===== src/rtl/controller_sequencer.sv =====
// Controller-sequencer: six-state one-hot ring (T1-T6) decoded with the IR opcode into the 12-bit control word.
// Control outputs are combinational from ring/halt state; HLT at T4 freezes the ring until clear.
module controller_sequencer (
   input  logic       clk,
   input  logic       clear,
   input  logic [3:0] opcode,
   output logic       cp,
   output logic       ep,
   output logic       n_lm,
   output logic       n_ce,
   output logic       n_li,
   output logic       n_ei,
   output logic       n_la,
   output logic       ea,
   output logic       su,
   output logic       eu,
   output logic       n_lb,
   output logic       n_lo,
   output logic [5:0] t_state,
   output logic       halted
);

   typedef struct packed {
      logic cp;
      logic ep;
      logic n_lm;
      logic n_ce;
      logic n_li;
      logic n_ei;
      logic n_la;
      logic ea;
      logic su;
      logic eu;
      logic n_lb;
      logic n_lo;
   } ctrl_t;

   localparam logic [3:0] OP_LDA = 4'h0;
   localparam logic [3:0] OP_ADD = 4'h1;
   localparam logic [3:0] OP_SUB = 4'h2;
   localparam logic [3:0] OP_OUT = 4'hE;
   localparam logic [3:0] OP_HLT = 4'hF;

   logic [5:0] ring_q, ring_d;
   logic       halted_q, halted_d;
   ctrl_t      ctrl;

   always_ff @(posedge clk or posedge clear) begin
      if (clear) begin
         ring_q   <= 6'b000001;
         halted_q <= 1'b0;
      end else begin
         ring_q   <= ring_d;
         halted_q <= halted_d;
      end
   end

   // HLT is taken on the edge that would close T4, so the ring parks on T4.
   always_comb begin
      ring_d   = ring_q;
      halted_d = halted_q;
      if (!halted_q) begin
         if (ring_q[3] && opcode == OP_HLT) begin
            halted_d = 1'b1;
         end else begin
            ring_d = {ring_q[4:0], ring_q[5]};
         end
      end
   end

   always_comb begin
      ctrl = '{cp: 1'b0, ep: 1'b0, n_lm: 1'b1, n_ce: 1'b1, n_li: 1'b1, n_ei: 1'b1,
               n_la: 1'b1, ea: 1'b0, su: 1'b0, eu: 1'b0, n_lb: 1'b1, n_lo: 1'b1};
      if (!clear && !halted_q) begin
         if (ring_q[0]) begin
            ctrl.ep   = 1'b1;
            ctrl.n_lm = 1'b0;
         end else if (ring_q[1]) begin
            ctrl.cp = 1'b1;
         end else if (ring_q[2]) begin
            ctrl.n_ce = 1'b0;
            ctrl.n_li = 1'b0;
         end else if (ring_q[3]) begin
            case (opcode)
               OP_LDA, OP_ADD, OP_SUB: begin
                  ctrl.n_lm = 1'b0;
                  ctrl.n_ei = 1'b0;
               end
               OP_OUT: begin
                  ctrl.ea   = 1'b1;
                  ctrl.n_lo = 1'b0;
               end
               default: ;
            endcase
         end else if (ring_q[4]) begin
            case (opcode)
               OP_LDA: begin
                  ctrl.n_ce = 1'b0;
                  ctrl.n_la = 1'b0;
               end
               OP_ADD, OP_SUB: begin
                  ctrl.n_ce = 1'b0;
                  ctrl.n_lb = 1'b0;
               end
               default: ;
            endcase
         end else if (ring_q[5]) begin
            if (opcode == OP_ADD || opcode == OP_SUB) begin
               ctrl.eu   = 1'b1;
               ctrl.n_la = 1'b0;
               ctrl.su   = (opcode == OP_SUB);
            end
         end
      end
   end

   assign cp      = ctrl.cp;
   assign ep      = ctrl.ep;
   assign n_lm    = ctrl.n_lm;
   assign n_ce    = ctrl.n_ce;
   assign n_li    = ctrl.n_li;
   assign n_ei    = ctrl.n_ei;
   assign n_la    = ctrl.n_la;
   assign ea      = ctrl.ea;
   assign su      = ctrl.su;
   assign eu      = ctrl.eu;
   assign n_lb    = ctrl.n_lb;
   assign n_lo    = ctrl.n_lo;
   assign t_state = ring_q;
   assign halted  = halted_q;

endmodule


===== config.mk =====
export PLATFORM = sky130hd
export DESIGN_NAME = controller_sequencer
export DESIGN_NICKNAME = d
export VERILOG_FILES = /design/src/rtl/controller_sequencer.sv
export SDC_FILE = /design/constraint.sdc
export NUM_CORES = 1
export LEC_CHECK = 0
export CAP_MARGIN = 10
export CORE_MARGIN = 2
export CORE_UTILIZATION = 35
export CTS_BUF_LIST = sky130_fd_sc_hd__clkbuf_8
export DETAILED_ROUTE_END_ITERATION = 10
export PLACE_DENSITY = 0.83
export SLEW_MARGIN = 20
export SYNTH_ARGS = -nofsm -noshare
export SYNTH_HDL_FRONTEND = slang
export SYNTH_SLANG_ARGS = --single-unit

===== constraint.sdc =====
create_clock -name clk -period 4.53 [get_ports clk]
set_input_delay 0.906 -clock clk [delete_from_list [all_inputs] [get_ports clk]]
set_output_delay 0.906 -clock clk [all_outputs]
set_load 0.01 [all_outputs]

==> metrics.md, run 1 <==
| Metric | Value |
|---|---|
| Clock latency on the worst-skew pair | `about 220 ps` |
| Kind of critical path | `in2out` |
| Tcrit/Tclk final | `~84%` |
| # diodes | `0` |
| Synth Net Count | `55` |
| RSZ-0062 raised after global routing | `no` |
| Worst path max stage delay | `480 ps` |
| Die height | `41.10 um` |
| Slowest cell on the critical path | `clkdlybuf4s50_1` |
| Die W | `41.10 um` |
| Port-buffer cells | `24` |
| CP max FO | `5` |
| Vias in the first global route | `512` |
| Total grt overflow | `0` |
| Async set-reset flop share out of synthesis | `100.0%` |
| Cts hold-fix bufs | `0` |
| 1st-iter DRT viols | `17` |
| Cells after Synth | `49` |
| Max_cap viols | `0` |
| Per-cell routed wire length | `14.89 um` |
| Slew Limit Headroom | `66.83%` |
| Total GRT Usage | `20.47%` |
| Worst EP required | `3620 ps` |
| Die area | `between 0.0015 and 0.002 mm2` |
| Clock Skew | `roughly 3.6 ps` |
| Bufs on Longest Clock Path | `2` |
| Post-synth top flop | `dfrtp_1` |
| Tmin final | `3821 ps` |
| Measured slew at the worst slew-check pin | `497.6 ps` |
| R2r setup slk | `3100 ps` |
| Crit. End Element | `output port` |
| Synth top area share | `roughly 31%` |
| Sequential fraction of the synthesis area | `36.62%` |
| Area of the multi-input gates | `294.0 um2` |
| Post-synth EDFFs | `0` |
| Cts repair resizes | `0` |
| First-pass GRT wire length | `2249 um` |
| Register area | `176.4 um2` |
| Setup TNS | `0 ps` |
| Most common cell after layout, fill and taps aside | `clkdlybuf4s50_1` |
| Most frequent cells in the layout | `clkdlybuf4s50_1 (24), dfrtp_1 (6), mux2_2 (4), inv_1 (4)` |
| Endpoints failing hold | `0` |
| Tightest Hold Check Type | `reg2reg` |
| Fillcell total | `129` |
| Maximum VDD drop | `0.3340 mV` |
| Final setup violation count | `0` |
| Synth area leaders | `dfrtp_1 (31%), mux2_2 (9.4%), dfstp_2 (5.5%)` |
| Non-Filler Instances | `93` |
| Post-Syn Area | `481.7 um2` |
| CTS buffer count | `3` |
| Max Slew Vio Count | `0` |
| Vias per std cell | `5.667` |
| CTS tree | `yes` |
| Share of cells above drive strength 1 | `~17%` |
| DRC Markers | `0` |
| Starting density of the core | `37.02%` |
| Crit path DAT | `2920 ps` |
| Hpwl dp | `967.7 um` |
| Via count | `between 500 and 600` |
| GPL Wtd Cong | `about 0.87` |
| Clock slew at reported path FFs | `approximately 40 ps` |
| Startpoint Class | `input port` |
| Final ANT Viol Nets | `0` |
| Cell area after layout | `793.3 um2` |
| H-tree lvl count | `1` |
| I/O pin total | `25` |
| CTS Sinks | `7` |
| Most frequent CP cell | `clkdlybuf4s50_1` |
| Achievable Freq | `between 0.2 and 0.3 GHz` |
| Final WL | `1385 um` |
| Area leader, netlist | `dfrtp_1` |
| Power density over the cells | `between 500 and 600 mW/mm2` |
| Synth-to-Final Area Change | `64.68%` |
| WP buf/inv | `2` |
| CP Cell Sequence | `clkdlybuf4s50_1 -> or2_1 -> or3_1 -> a2111o_1 -> clkdlybuf4s50_1` |
| Util after Layout | `60.96%` |
| Warnings, synthesis | `0` |
| Initial antenna violation count | `0` |
| Number of cell rows | `13` |
| # placed instances | `89` |
| Nets | `85` |
| DP Area | `748.2 um2` |
| Worst path top cell family by delay | `buffers and inverters` |
| Core Region | `between 0.001 and 0.0015 mm2` |
| Postcts setup bufs | `0` |
| Largest net degree at the start of global routing | `11` |
| Yosys reg bits | `7` |
| Synth cell types | `29` |
| DRT Pass-1 Iters | `5` |
| Avg Inst Size Synth | `9.831 um2` |
| Root Driver | `clkbuf_8` |
| Outcome | `finished clean` |
| Leakage | `0.2850 nW` |
[metal layers]
layer	vias to the layer above	routed length, um	global-route usage, %
met1	251	583	25.58
li1	253	-	-
met5	-	0	0
met3	2	94	4.348
met4	0	9	9.677
met2	21	698	33.20
[metrics by stage]
stage	setup slack [ps]	hold slack, ps	power [W]
floorplan	1717	579.4	0.0002545
global placement	773.0	538.4	0.0003623
detailed placement	713.9	537.9	0.0003690
CTS	710.5	566.2	0.0004595
global route	639.4	603.1	0.0004916
finish	708.6	561.1	0.0004564
[synthesized netlist by cell type (all sizes together) (2+ instances only)]
library cell / count
dfrtp: 6
mux2: 4
inv: 3
nor2: 3
nor4: 3
o21ai: 3
nand2: 2
nand2b: 2
nand3b: 2
or3: 2
or4: 2
or4b: 2
[logic make-up after synthesis]
family          share of synthesized area [%]
flops                                   36.62
buf+inv                                 2.337
simple gates                            35.06
mux                                     9.350
compound gates                          16.62
[sequential cells by signal (all words and copies together) (netlist names)]
name	count
t_state	6
halted	1
[final timing paths]
| check | end | cells after the start | from |
|---|---|---|---|
| worst min-delay path | t_state[0] | 1 | t_state[5] |
| max in group asynchronous | t_state[0] | 2 | clear |
| min in group asynchronous | t_state[1] | 2 | clear |
| worst max-delay path | n_lb | 5 | clear |
| worst min register to register | t_state[0] | 1 | t_state[5] |
| worst max register to register | t_state[5] | 2 | t_state[3] |
[final cells by class]
class / instances / share of cell area (%)
tap: 15 / 2.366
clock buffer: 3 / 5.205
timing repair buffer: 25 / 31.23
inverter: 3 / 1.420
multi-input combinational: 39 / 37.07
sequential: 7 / 22.24
clock inverter: 1 / 0.4732
[power by group]
group | leakage, nW | internal (W) | total [W] | switching (W)
Sequential | 0.0808 | 0.0000995 | 0.000163 | 0.0000638
Combinational | 0.177 | 0.000128 | 0.000210 | 0.0000817
Clock | 0.0269 | 0.0000584 | 0.0000835 | 0.0000251
Total | 0.285 | 0.000286 | 0.000456 | 0.000171
Note: power is estimated with default switching activity, not from simulation.
==> run 2, diff against run 1 <==
==> constraint.sdc (replaced) <==
create_clock -name clk -period 3.8 [get_ports clk]
set_input_delay 0.76 -clock clk [delete_from_list [all_inputs] [get_ports clk]]
set_output_delay 0.76 -clock clk [all_outputs]
set_load 0.01 [all_outputs]
==> metrics.md, run 2 (synthesized netlist as in run 1, its figures left out) <==
| Metric | Value |
|---|---|
| Outcome | `finished clean (unchanged)` |
| Slowest cell on the critical path | `clkdlybuf4s50_1 (unchanged)` |
| Die W | `41.10 um (unchanged)` |
| Fillcell total | `127 (was 129)` |
| Hold Crit Start | `t_state[5] (unchanged)` |
| Met2 wire length | `549 um (was 698 um)` |
| Final setup violation count | `0 (unchanged)` |
| Most frequent cells in the layout | `clkdlybuf4s50_1 (24), dfrtp_1 (6), mux2_2 (4), inv_1 (4) (unchanged)` |
| Final ANT Viol Nets | `0 (unchanged)` |
| DRT Pass-1 Iters | `3 (was 5)` |
| Startpoint Class | `input port (unchanged)` |
| Bufs on Longest Clock Path | `2 (unchanged)` |
| Final WL | `1240 um (was 1385 um)` |
| Maximum VDD drop | `0.3608 mV (was 0.3340 mV)` |
| Final hold slack | `566.3 ps (was 561.1 ps)` |
| CTS Sinks | `7 (unchanged)` |
| Clock Skew | `1.900 ps (was 3.595 ps)` |
| WL met1 | `594 um (was 583 um)` |
| Root Driver | `clkbuf_8 (unchanged)` |
| Achievable Freq | `between 0.2 and 0.3 GHz` |
| Met3 Routed Length | `79 um (was 94 um)` |
| Tmin final | `3498 ps` |
| Largest net degree at the start of global routing | `11 (unchanged)` |
| Per-cell routed wire length | `13.33 um (was 14.89 um)` |
| Crit. End Element | `output port (unchanged)` |
| R2r startpoint | `t_state[3] (unchanged)` |
| Total grt overflow | `0 (unchanged)` |
| Number of cell rows | `13 (unchanged)` |
| Endpoints failing hold | `0 (unchanged)` |
| WHS Endpoint | `t_state[0] (unchanged)` |
| H-tree lvl count | `1 (unchanged)` |
| Die height | `41.10 um (unchanged)` |
| Measured slew at the worst slew-check pin | `442.5 ps (was 497.6 ps)` |
| Max FFs per register | `6 (unchanged)` |
| Worst EP required | `3040 ps (was 3620 ps)` |
| First-pass GRT wire length | `1938 um (was 2249 um)` |
| Cts hold-fix bufs | `0 (unchanged)` |
| Cells on Worst Hold Path | `1 (unchanged)` |
| Setup ws final | `302.4 ps (was 708.6 ps)` |
| Initial antenna violation count | `0 (unchanged)` |
| Total GRT Usage | `18.05% (was 20.47%)` |
| Pre-CTS WS | `297.7 ps (was 713.9 ps)` |
| Crit path DAT | `2740 ps (was 2920 ps)` |
| Most frequent CP cell | `clkdlybuf4s50_1 (unchanged)` |
| # diodes | `0 (unchanged)` |
| Die area | `0.001689 mm2 (unchanged)` |
| RSZ-0062 raised after global routing | `no (unchanged)` |
| CP Cell Sequence | `clkdlybuf4s50_1 -> or2_1 -> or3_1 -> a2111o_1 -> clkdlybuf4s50_1 (unchanged)` |
| Clock slew at reported path FFs | `40 ps (about the same)` |
| GPL Wtd Cong | `0.8521 (was 0.8675)` |
| DR top layer | `met4 (unchanged)` |
| R2r setup slk | `2430 ps (was 3100 ps)` |
| Most common cell after layout, fill and taps aside | `clkdlybuf4s50_1 (unchanged)` |
| I/O pin total | `25 (unchanged)` |
| CP max FO | `5 (unchanged)` |
| Synth-to-Final Area Change | `64.68% (unchanged)` |
| Tightest Hold Check Type | `reg2reg (unchanged)` |
| Hpwl dp | `923.8 um (was 967.7 um)` |
| WP buf/inv | `2 (unchanged)` |
| CTS buffer count | `3 (unchanged)` |
| Nets | `85 (unchanged)` |
| 1st-iter DRT viols | `5 (was 17)` |
| Max Slew Vio Count | `0 (unchanged)` |
| Cts repair resizes | `0 (unchanged)` |
| Clock latency on the worst-skew pair | `230 ps (was 220 ps)` |
| Starting density of the core | `37.02% (unchanged)` |
| Share of cells above drive strength 1 | `16.67% (unchanged)` |
| Kind of critical path | `in2out (unchanged)` |
| Worst path top cell family by delay | `buffers and inverters (unchanged)` |
| Vias in the first global route | `471 (was 512)` |
| Setup TNS | `0 ps (unchanged)` |
| Via count | `504 (was 527)` |
| Worst path max stage delay | `480 ps (about the same)` |
| Tcrit/Tclk final | `between 90% and 100%` |
| Total power | `0.0005396 W (was 0.0004564 W)` |
| Reg2reg end | `t_state[5] (unchanged)` |
| FF-to-FF path depth | `2 (unchanged)` |
| Power density over the cells | `680.2 mW/mm2 (was 575.3 mW/mm2)` |
| DRC Markers | `0 (unchanged)` |
| Vias per std cell | `5.419 (was 5.667)` |
| Postcts setup bufs | `0 (unchanged)` |
| Core Region | `0.001301 mm2 (unchanged)` |
| Max_cap viols | `0 (unchanged)` |
| Port-buffer cells | `24 (unchanged)` |
| CTS tree | `yes (unchanged)` |
| Leakage | `0.2850 nW (unchanged)` |
| Slew Limit Headroom | `70.50% (was 66.83%)` |
| Util after Layout | `60.96% (unchanged)` |
==> run 2: cell counts in the layout (fill, tap and decap cells not counted) <==
Identical to the previous run, type by type.
==> run 2: layout make-up <==
cell class,count,area (um2),share of cell area (%)
inverters,3,11.26,1.420
repair buffers,25,247.7,31.23
clock buffers,3,41.29,5.205
flip-flops and latches,7,176.4,22.24
well taps,15,18.77,2.366
clock inverters,1,3.754,0.4732
multi-input cells,39,294.0,37.07
==> run 2: where the power goes <==
part	switching [W]	leakage, nW	internal [W]
sequential	0.0000750	0.0808	0.000119
clock	0.0000320	0.0269	0.0000698
combinational	0.0000918	0.177	0.000152
total	0.000199	0.285	0.000341
==> run 2: metal layers <==
layer / global-route usage (%) / vias to the layer above
met5: 0 / -
met4: 12.90 / 0
met3: 4.348 / 2
met2: 26.56 / 21
met1: 22.70 / 229
li1: - / 252
==> run 2: how the worst max path moves through the flow <==
stage,from,end,cells after the start
global placement,clear,n_lb,5
floorplan,clear,n_lb,3
finish,clear,n_lb,5
global route,clear,n_lb,5
detailed placement,clear,n_lb,5
CTS,clear,n_lb,5
==> run 2: stage by stage <==
stage                     cell area (um2)  instances
after floorplan                     481.7         49
after global placement              748.2         89
after detailed placement            748.2         89
after CTS                           793.3         93
after global routing                793.3         93
final                               793.3         93
